**src/rtl/prince_ti_pkg.sv**
```systemverilog
// -----------------------------------------------------------------------------
// prince_ti_pkg
//   Shared sizes and types for the PRINCE threshold-implementation S-layer
//   collection stage.
//     NIBBLES    : nibbles assembled per S-layer pass (64-bit state)
//     EXP_SHARES : expanded shares per S-box output bit from the bit slices
//     BITS       : S-box output bits per nibble
//     slayer_state_t : collection FSM states
//     s1_t       : glitch-barrier register contents (refresh bits + shares)
// -----------------------------------------------------------------------------
package prince_ti_pkg;

  localparam int NIBBLES    = 16;
  localparam int EXP_SHARES = 8;
  localparam int BITS       = 4;

  localparam int IN_W    = BITS * EXP_SHARES;  // 32 expanded share bits
  localparam int STATE_W = NIBBLES * BITS;     // 64-bit shared state
  localparam int ACC_W   = 5;                  // accept counter, counts 0..16
  localparam int WR_W    = 4;                  // write counter, nibble index

  typedef enum logic [1:0] {
    IDLE    = 2'd0,
    COLLECT = 2'd1,
    DONE    = 2'd2
  } slayer_state_t;

  // Everything sampled with one accepted nibble. Kept together so the
  // compression only ever sees registered values.
  typedef struct packed {
    logic [BITS-1:0] r;
    logic [IN_W-1:0] shares;
  } s1_t;

endpackage

```
**src/rtl/prince_ti_slayer_collect_s_bit_compress.sv**
```systemverilog
// -----------------------------------------------------------------------------
// s_bit_compress
//   Compresses the 8 expanded shares of one S-box output bit down to 2 shares.
//   Shares 0..3 fold into the first output share, shares 4..7 into the second,
//   and the same fresh random bit is XORed into both so the unmasked value
//   (s1 ^ s2) is untouched while the share representation is refreshed.
//   Purely combinational; the caller must feed it from registers only.
//
//   Ports:
//     shares  in  8 : registered expanded shares, index k = share k
//     r       in  1 : registered fresh mask bit
//     s1      out 1 : first compressed share
//     s2      out 1 : second compressed share
// -----------------------------------------------------------------------------
module s_bit_compress
  import prince_ti_pkg::*;
(
  input  logic [EXP_SHARES-1:0] shares,
  input  logic                  r,
  output logic                  s1,
  output logic                  s2
);

  assign s1 = (^shares[3:0]) ^ r;
  assign s2 = (^shares[7:4]) ^ r;

endmodule

```
**src/rtl/prince_ti_slayer_collect.sv**
```systemverilog
// -----------------------------------------------------------------------------
// prince_ti_slayer_collect
//   Downstream stage of the PRINCE TI S-box bit slices. Each accepted nibble
//   (4 bits x 8 expanded shares + 4 refresh bits) is registered in S1 as a
//   glitch barrier, compressed to two shares per bit, and written into the
//   next nibble position of two 64-bit accumulators. After 16 nibbles the
//   two-share state is offered to the linear layer.
//
//   Ports:
//     clk        in   1 : clock
//     rst        in   1 : asynchronous active-high reset
//     start      in   1 : begins a pass when idle (ignored otherwise)
//     in_valid   in   1 : in_shares / refresh valid
//     in_ready   out  1 : nibble accepted on in_valid & in_ready
//     in_shares  in  32 : [8b+k] = expanded share k of S-box output bit b
//     refresh    in   4 : fresh random bit per output bit
//     out_valid  out  1 : 64-bit shared state available
//     out_ready  in   1 : consumer takes the state
//     out_share1 out 64 : first output share (accumulator 1)
//     out_share2 out 64 : second output share (accumulator 2)
//     busy       out  1 : FSM not idle
// -----------------------------------------------------------------------------
module prince_ti_slayer_collect
  import prince_ti_pkg::*;
(
  input  logic                 clk,
  input  logic                 rst,
  input  logic                 start,
  input  logic                 in_valid,
  output logic                 in_ready,
  input  logic [IN_W-1:0]      in_shares,
  input  logic [BITS-1:0]      refresh,
  output logic                 out_valid,
  input  logic                 out_ready,
  output logic [STATE_W-1:0]   out_share1,
  output logic [STATE_W-1:0]   out_share2,
  output logic                 busy
);

  slayer_state_t       state_q, state_d;
  s1_t                 s1_q;
  logic                s1_vld_q;
  logic [ACC_W-1:0]    acc_cnt_q;
  logic [WR_W-1:0]     wr_cnt_q;
  logic [STATE_W-1:0]  acc1_q, acc2_q;

  logic                accept;
  logic                start_pass;
  logic                last_write;
  logic [BITS-1:0]     nib1, nib2;

  // ---------------------------------------------------------------------------
  // Handshake decode
  // ---------------------------------------------------------------------------
  // Ready stays low once all 16 nibbles are in, even though the FSM only
  // leaves COLLECT one edge later when the last nibble reaches the accumulator.
  assign in_ready   = (state_q == COLLECT) && (acc_cnt_q < ACC_W'(NIBBLES));
  assign accept     = in_valid && in_ready;
  assign start_pass = (state_q == IDLE) && start;
  assign last_write = s1_vld_q && (wr_cnt_q == WR_W'(NIBBLES - 1));

  assign out_valid  = (state_q == DONE);
  assign busy       = (state_q != IDLE);

  // ---------------------------------------------------------------------------
  // Compression, fed from S1 only so no input glitch reaches the share XORs
  // ---------------------------------------------------------------------------
  for (genvar b = 0; b < BITS; b++) begin : g_bit
    s_bit_compress u_compress (
      .shares (s1_q.shares[EXP_SHARES*b +: EXP_SHARES]),
      .r      (s1_q.r[b]),
      .s1     (nib1[b]),
      .s2     (nib2[b])
    );
  end

  // ---------------------------------------------------------------------------
  // Next-state logic
  // ---------------------------------------------------------------------------
  always_comb begin
    // NOTE: state_d gets a default before the case so every path assigns it
    // and no latch is inferred.
    state_d = state_q;
    unique case (state_q)
      IDLE:    if (start)      state_d = COLLECT;
      COLLECT: if (last_write) state_d = DONE;
      DONE:    if (out_ready)  state_d = IDLE;
      default:                 state_d = IDLE;
    endcase
  end

  // ---------------------------------------------------------------------------
  // FSM, S1 glitch barrier and counters
  // ---------------------------------------------------------------------------
  always_ff @(posedge clk or posedge rst) begin
    if (rst) begin
      state_q   <= IDLE;
      s1_q      <= '0;
      s1_vld_q  <= 1'b0;
      acc_cnt_q <= '0;
      wr_cnt_q  <= '0;
    end else begin
      // NOTE: non-blocking assignments throughout, so every register here
      // samples the pre-edge values of the others regardless of statement order.
      state_q <= state_d;
      if (start_pass) begin
        acc_cnt_q <= '0;
        wr_cnt_q  <= '0;
        s1_vld_q  <= 1'b0;
      end else begin
        // S1-valid follows the handshake; a gap clears it and stalls the
        // write while S1 and the counters keep their values.
        s1_vld_q <= accept;
        if (accept) begin
          s1_q      <= '{r: refresh, shares: in_shares};
          acc_cnt_q <= acc_cnt_q + ACC_W'(1);
        end
        if (s1_vld_q) begin
          wr_cnt_q <= wr_cnt_q + WR_W'(1);
        end
      end
    end
  end

  // ---------------------------------------------------------------------------
  // Accumulators: nibble i of a pass lands in bits [4i+3:4i]
  // ---------------------------------------------------------------------------
  always_ff @(posedge clk or posedge rst) begin
    if (rst) begin
      // NOTE: these wide registers are reset (not left as uninitialised
      // storage) because the outputs are driven straight from them and must
      // read zero out of reset; a reset mid-pass also drops partial state.
      acc1_q <= '0;
      acc2_q <= '0;
    end else if (s1_vld_q) begin
      acc1_q[{wr_cnt_q, 2'b00} +: BITS] <= nib1;
      acc2_q[{wr_cnt_q, 2'b00} +: BITS] <= nib2;
    end
  end

  // Outputs are not cleared at the start of a pass; they keep the previous
  // result until each nibble position is overwritten.
  assign out_share1 = acc1_q;
  assign out_share2 = acc2_q;

endmodule

```
**config.mk**
```make
export PLATFORM = sky130hd
export DESIGN_NAME = prince_ti_slayer_collect
export DESIGN_NICKNAME = d
export VERILOG_FILES = /design/src/rtl/prince_ti_pkg.sv /design/src/rtl/prince_ti_slayer_collect_s_bit_compress.sv /design/src/rtl/prince_ti_slayer_collect.sv
export SDC_FILE = /design/constraint.sdc
export NUM_CORES = 1
export LEC_CHECK = 0
export CAP_MARGIN = 20
export CORE_ASPECT_RATIO = 1.75
export CORE_UTILIZATION = 50
export DETAILED_ROUTE_END_ITERATION = 16
export PLACE_DENSITY = 0.85
export SETUP_SLACK_MARGIN = 0.05
export SYNTH_ARGS = -nofsm -noshare
export SYNTH_HDL_FRONTEND = slang
export SYNTH_SLANG_ARGS = --single-unit
```
**constraint.sdc**
```tcl
create_clock -name clk -period 6.56 [get_ports clk]
set_input_delay 1.312 -clock clk [delete_from_list [all_inputs] [get_ports clk]]
set_output_delay 1.312 -clock clk [all_outputs]
set_load 0.005 [all_outputs]
```
Word-level counts from Yosys, hierarchy flattened. Index checks and enable logic that the tools add are counted. W data, S select, Z words.

Eq/ne operators: 6. Muxes and demuxes: 11. Magnitude comparators: 1. Shift operators: 3. Reductions and logical operators: 18. Bitwise gates (word level): 9. Add/sub/neg operators: 3.

Operator list (number): $bwmux W64 (2); $shiftx A4 B8 Y64 (2); $shift A4 B8 Y64 const A (1); $reduce_xor A4 Y1 (8); $mux W5 (2); $mux W4 (2); $neg A6 Y8 (1); $xor A1 B1 Y1 (8); $mux W2 (3); $pmux W2 S3 (1); $reduce_bool A2 Y1 (3); $add A5 B1 Y5 const B (1); $lt A5 B5 Y1 const B (1); $add A4 B1 Y4 const B (1); $eq A4 B4 Y1 const B (1); $logic_and A1 B1 Y1 (4); $ne A2 B2 Y1 const B (2); $reduce_and A3 Y1 (1); $eq A2 B1 Y1 const B (1); $eq A2 B2 Y1 const B (1); $logic_not A2 Y1 (1); $ne A2 B1 Y1 const B (1); $reduce_and A2 Y1 (1); $mux W1 (1); $not A1 Y1 (1).

Input bits: 41. Word-level logic and storage cells: 59. Output and inout port bits: 131. Register bits: 176.

Longest topological paths before layout. Gate-level depths: netlist of run 1.

Word-level depth: 5. Depth in mapped cells: 9.

Hierarchy. Synthesis of run 1 repeated with hierarchy kept, for this count alone.

Cells, all modules: 508. Area, all modules: 7419.6 µm².

Modules (own cells, without submodules): prince_ti_slayer_collect (cells each 484, sequential area each 4404.2 µm², instances 1, area an instance 7099.3 µm²); s_bit_compress (cells each 6, sequential area each 0.0 µm², instances 4, area an instance 80.1 µm²).

Worst setup path before layout of run 1. No wires, ideal clock.

Path kind: input to register. Start: input port in_valid. End: register s1_q[0] (netlist name). Data required time: 6.435 ns. Stages on the path: 4. Arrival time: 2.458 ns. Setup slack: 3.977 ns. Path buffers: 2. Path through: nor4bb_1 > clkbuf_1 > clkbuf_1 > mux2_2.

Cells in the longest elaborated chain, start to end: 2.

RTL lines: start: declaration (RTL line prince_ti_slayer_collect.sv:29) `input logic in_valid,`; $logic_and A1 B1 Y1 (RTL line prince_ti_slayer_collect.sv:58) `assign accept = in_valid && in_ready;`; $reduce_and A2 Y1 (no line); end signal: assignment (RTL line prince_ti_slayer_collect.sv:115) `s1_q <= '{r: refresh, shares: in_shares};`; end: declaration (RTL line prince_ti_slayer_collect.sv:41) `s1_t s1_q;`.

Every way passes these cells. A chain may end at the register's enable or synchronous reset.

Worst setup path after layout of run 1.
Start: register state_q[0]. End: output port in_ready.

Cells in the longest elaborated chain, start to end: 2.

RTL lines: start: declaration (RTL line prince_ti_slayer_collect.sv:40) `slayer_state_t state_q, state_d;`; start signal: assignment (RTL line prince_ti_slayer_collect.sv:105) `state_q <= state_d;`; $eq A2 B1 Y1 (RTL line prince_ti_slayer_collect.sv:57) `assign in_ready = (state_q == COLLECT) && (acc_cnt_q < ACC_W'(NIBBLES));`; $logic_and A1 B1 Y1 (RTL line prince_ti_slayer_collect.sv:57); end: declaration (RTL line prince_ti_slayer_collect.sv:30) `output logic in_ready,`.

Every way passes these cells.

==> results.json, run 1 <==
{
  "wl_per_cell_um": 20.7,
  "first_iter_violations": 269,
  "yosys.area.top_type_share": 0.591,
  "ant_nets": 0,
  "num_io_pins": 172,
  "maxCapViolations": 0,
  "p_leak_nw": 4.48,
  "cts_num_sinks": 176,
  "grt_pass1_vias": 5303,
  "start_util": 0.516,
  "coreArea_um2": 14400,
  "synth_fp_nets": 554,
  "synthFlopType": "dfrtp_1",
  "syn_inst": 509,
  "maxSlewViolCount": 0,
  "post-route-min-period_ns": 3.09,
  "yosys_register_bits": 176,
  "synth_cell_type_count": 48,
  "synth_top_area_cell": "dfrtp_1",
  "final_util": 0.697,
  "nets": 733,
  "h-tree-depth": 4,
  "synthTopCellsByArea": "dfrtp_1 (59%), mux2_2 (21%), xnor3_1 (2.4%), a22o_1 (2.0%), xnor2_1 (1.6%)",
  "ys_seq_area_frac": 0.591,
  "syn_area_um2": 7460,
  "routed_wl_mm": 18.2,
  "worstSetupStartpointType": "flop",
  "drt_pre_antenna_iters": 4,
  "cp-end-kind": "output pin",
  "layout-drive-gt1-share": 0.294,
  "worstSetupPathType": "reg2out",
  "dp_hpwl_mm": 13.1,
  "die_w_um": 94.3,
  "dpl.cell_count": 847,
  "crit_path_start": "state_q[0]$_DFFE_PP0P_",
  "worst_pin_slew_ns": 1.05,
  "slew_headroom": 0.301,
  "fmaxAchievable_mhz": 324,
  "fillers": 1000,
  "die_h_um": 164,
  "yosys_warnings": 0,
  "rsz0062_at_grt": "false",
  "place.gp.congestion": 0.820,
  "hp-class": "reg2reg",
  "cp_max_fo": 6,
  "cts_buffers": 17,
  "post-route-period-util": 0.471,
  "synth_edf_count": 0,
  "power.density_nw_per_um2": 570,
  "ys_async_sr_fraction": 1.00,
  "die_area_um2": 15400,
  "arrival_ns": 1.78,
  "setup_slack_ns": 3.47,
  "viasPerCell": 5.57,
  "clk_pin_slew_ns": 0.07,
  "stdcell_area_um2": 10100,
  "route.detailed.drc": 0,
  "cts_tree": "yes",
  "grt_usage": 0.253,
  "numPortBuffers": 171,
  "syn_area_per_cell_um2": 14.6,
  "grt_remaining_overflow": 0,
  "dr_total_vias": 4915,
  "finalHoldViolations": 0,
  "postPlaceCellArea_um2": 9370,
  "cp_data_required_time_ns": 5.25,
  "grt_pass1_wl_mm": 28.9,
  "grt_antenna_before_repair": 1,
  "final_cell_mix": "dfrtp_1 (176), clkdlybuf4s50_1 (171), mux2_2 (141), nor2_1 (25)",
  "r2r_setup_slack_ns": 3.95,
  "seq_area_um2": 4400,
  "finalSetupTns_ns": 0,
  "irDropWorstVdd_mv": 0.562,
  "ctsLongestPathBuffers": 2,
  "final-instance-count-excl-fill": 882,
  "r2r-start": "wr_cnt_q[0]$_DFFE_PP0P_",
  "multi_input_area_um2": 2930,
  "cts_resized": 0,
  "timing.rr.end": "out_share1[15]$_DFFE_PP0P_",
  "clock_skew_ns": 0.00917,
  "setup_violations": 0,
  "post-cts-setup-buffers": 0,
  "outcome": "completed",
  "layout_commonest_cell": "dfrtp_1",
  "row_count": 58,
  "hold_buffers": 0,
  "worstSetupEndpoint": "in_ready",
  "grt_max_degree": 124,
  "r2r_cells": 6,
  "root_buffer": "clkbuf_16",
  "clock_latency_ns": 0.42,
  "place_ws_ns": 2.82,
  "area_growth_pct": 34.9
}
[synthesized netlist by cell type (2+ instances only)]
cell	instances
a22o_1	17
nor2b_1	13
ha_1	4
mux2i_1	5
nor2_1	25
o2bb2ai_1	4
a21oi_1	2
and3_1	2
xnor3_1	8
dfrtp_1	176
nand4_1	3
mux2_2	141
o21ai_1	2
nand2b_1	5
nand2_1	13
inv_1	11
or2_2	3
nor3_4	2
xnor2_1	14
clkbuf_1	8
nand3_1	5
buf_2	9
o221ai_2	2
xor2_1	11
[per-stage QoR]
step	hold WS (ns)	total power, W
after global placement	0.473	0.00453
after CTS	0.502	0.00577
after detailed placement	0.476	0.00464
after floorplan	0.453	0.00325
after global routing	0.522	0.00601
final	0.503	0.00574
[power breakdown]
| group | switching (W) | total (W) | internal, W |
|---|---|---|---|
| clock | 0.000437 | 0.00110 | 0.000667 |
| combinational | 0.00147 | 0.00281 | 0.00134 |
| sequential | 0.000322 | 0.00182 | 0.00150 |
| total | 0.00223 | 0.00574 | 0.00351 |
[logic make-up (layout without fill, tap and decap cells)]
group	count (synthesis)	in the layout	synth area share
other cells	0	1	0
compound gates	38	38	0.0485
fa+ha+maj	4	4	0.00671
mux	147	147	0.222
xor+xnor	33	33	0.0535
buf+inv	31	223	0.0188
flops	176	176	0.591
simple gates	80	80	0.0602
[worst min-delay path by stage]
stage	start	to	slack, ns	cells after the start
global placement	out_share1[63]$_DFFE_PP0P_	out_share1[63]$_DFFE_PP0P_	0.47	1
global route	out_share1[62]$_DFFE_PP0P_	out_share1[62]$_DFFE_PP0P_	0.52	1
floorplan	state_q[1]$_DFFE_PP0P_	state_q[0]$_DFFE_PP0P_	0.45	1
finish	out_share1[62]$_DFFE_PP0P_	out_share1[62]$_DFFE_PP0P_	0.50	1
detailed placement	out_share1[60]$_DFFE_PP0P_	out_share1[60]$_DFFE_PP0P_	0.48	1
CTS	out_share1[62]$_DFFE_PP0P_	out_share1[62]$_DFFE_PP0P_	0.50	1
[critical path, stage by stage (launching register included)]
cell,delay [ns]
dfrtp_1,0.42
nor2b_1,0.21
nor2b_1,0.17
clkdlybuf4s50_1,0.56
[layer usage]
| metal | wire (um) | vias up | track usage | part of all wire |
|---|---|---|---|---|
| met5 | 0 | - | 0 | 0 |
| met1 | 6490 | 2501 | 0.279 | 0.36 |
| li1 | - | 2169 | - | - |
| met4 | 1050 | 0 | 0.145 | 0.058 |
| met2 | 9990 | 185 | 0.445 | 0.55 |
| met3 | 701 | 60 | 0.0475 | 0.038 |
[sequential cells by signal, indices dropped and copies added (netlist names)]
signal      flops
out_share1     64
out_share2     64
s1_q           36
acc_cnt_q       5
wr_cnt_q        4
state_q         2
s1_vld_q        1
[cell type report]
| class | count | share of cell area |
|---|---|---|
| diodes | 1 | 0.000249 |
| clock buffers | 19 | 0.0450 |
| clock inverters | 13 | 0.0199 |
| inverters | 11 | 0.00460 |
| multi-input cells | 302 | 0.291 |
| flip-flops and latches | 176 | 0.438 |
| well taps | 180 | 0.0224 |
| repair buffers | 180 | 0.179 |
(Power assumes the default switching activity.)
==> run 2, diff against run 1 <==
- clock period: 6.56 -> 3 ns (I/O delays scaled with it)
==> run 2 against run 1 <==
Effect of this change: clock skew down 0.0014 ns; global-route usage rose by 0.32 points; design area is 0.62% lower; non-clock buffer count increased by 1; flip-flop and latch count unchanged; combinational power up 120%; final cell count down 0.11%; utilization shrank 0.43 points; largest cell class unchanged.
==> results.json, run 2 (synthesis results as in run 1) <==
{
  "outcome": "completed",
  "maxSlewViolCount": 0,
  "layout_commonest_cell": "dfrtp_1",
  "final_cell_mix": "dfrtp_1 (176), clkdlybuf4s50_1 (171), mux2_2 (141), nor2_1 (25)",
  "cp_max_fo": 13,
  "power.density_nw_per_um2": 1220,
  "maxCapViolations": 0,
  "rsz0062_at_grt": "false",
  "route.detailed.drc": 0,
  "grt_pass1_wl_mm": 28.8,
  "layout-drive-gt1-share": 0.294,
  "place.gp.congestion": 0.907,
  "diodes": 0,
  "fmaxAchievable_mhz": 391,
  "arrival_ns": 2.87,
  "critPathBufInv": 1,
  "h-tree-depth": 4,
  "grt_pass1_vias": 5230,
  "cts_num_sinks": 176,
  "grt_max_degree": 99,
  "finalSetupTns_ns": 0,
  "hold_buffers": 0,
  "place_ws_ns": 0.466,
  "cts_tree": "yes",
  "start_util": 0.516,
  "clock_latency_ns": 0.43,
  "die_w_um": 94.3,
  "final_util": 0.692,
  "cts_buffers": 17,
  "worst_pin_slew_ns": 1.06,
  "hp-class": "reg2reg",
  "numPortBuffers": 171,
  "worstSetupStartpointType": "flop",
  "grt_usage": 0.256,
  "p_leak_nw": 4.45,
  "wl_per_cell_um": 20.7,
  "first_iter_violations": 288,
  "routed_wl_mm": 18.2,
  "grt_remaining_overflow": 0,
  "row_count": 58,
  "clk_pin_slew_ns": 0.06,
  "slew_headroom": 0.290,
  "coreArea_um2": 14400,
  "ctsLongestPathBuffers": 2,
  "cts_resized": 0,
  "setup_slack_ns": 0.441,
  "die_area_um2": 15400,
  "cp_cell_sequence": "inv_1 -> ha_1 -> nor2_1 -> a32oi_2 -> nor2_2 -> mux2_2",
  "slowest_stage": "dfrtp_1",
  "area_growth_pct": 34.1,
  "irDropWorstVdd_mv": 1.09,
  "cpPeakStageDelay_ns": 0.59,
  "ant_nets": 0,
  "nets": 734,
  "setup_violations": 0,
  "grt_antenna_before_repair": 0,
  "post-route-period-util": 0.853,
  "post-cts-setup-buffers": 0,
  "root_buffer": "clkbuf_16",
  "crit_family": "simple AND/OR/NAND/NOR gates",
  "die_h_um": 164,
  "cp-end-kind": "flop",
  "finalHoldViolations": 0,
  "cp_data_required_time_ns": 3.31,
  "drt_pre_antenna_iters": 4,
  "num_io_pins": 172,
  "clock_skew_ns": 0.00773,
  "dp_hpwl_mm": 13.4,
  "viasPerCell": 5.57,
  "post-route-min-period_ns": 2.56,
  "dr_total_vias": 4907,
  "whs_ns": 0.490,
  "worstSetupPathType": "reg2reg"
}
run 2: per-layer routing:
metal	wire length, um	track usage	share of wire
met1	6440	0.282	0.35
met3	814	0.0549	0.045
met2	10100	0.454	0.56
met4	856	0.134	0.047
met5	0	0	0
run 2: path summary, 6_finish.rpt:
path	start	to	slack, ns	depth (start not counted)
worst max register to register	wr_cnt_q[0]$_DFFE_PP0P_	out_share2[15]$_DFFE_PP0P_	0.44	6
worst min register to register	out_share1[63]$_DFFE_PP0P_	out_share1[63]$_DFFE_PP0P_	0.49	1
worst min-delay path	out_share1[63]$_DFFE_PP0P_	out_share1[63]$_DFFE_PP0P_	0.49	1
max in group asynchronous	rst	out_share1[26]$_DFFE_PP0P_	1.88	3
min in group asynchronous	rst	out_share2[61]$_DFFE_PP0P_	0.68	3
worst max-delay path	wr_cnt_q[0]$_DFFE_PP0P_	out_share2[15]$_DFFE_PP0P_	0.44	6
run 2: cell type report:
class,instances,area (um^2)
multi-input combinational,302,2930
timing repair buffer,181,1810
inverter,11,45.0
clock inverter,12,135
tap,180,225
fill,997,4440
clock buffer,19,443
sequential,176,4400
run 2: power by group:
group / internal [W] / switching, W
clock: 0.00125 / 0.000910
sequential: 0.00328 / 0.000698
combinational: 0.00296 / 0.00314
run 2: stage by stage:
stage               instances  instance area [um^2]  power (W)
global route              881                 10000     0.0129
finish                    881                 10000     0.0122
global placement          850                  9420    0.00992
CTS                       881                 10000     0.0124
floorplan                 509                  7460    0.00710
detailed placement        850                  9420     0.0101
run 2: worst register-to-register path, cell delays in order, from the launching register on:
cell,delay (ns)
dfrtp_1,0.59
inv_1,0.14
ha_1,0.36
nor2_1,0.33
a32oi_2,0.20
nor2_2,0.44
mux2_2,0.40
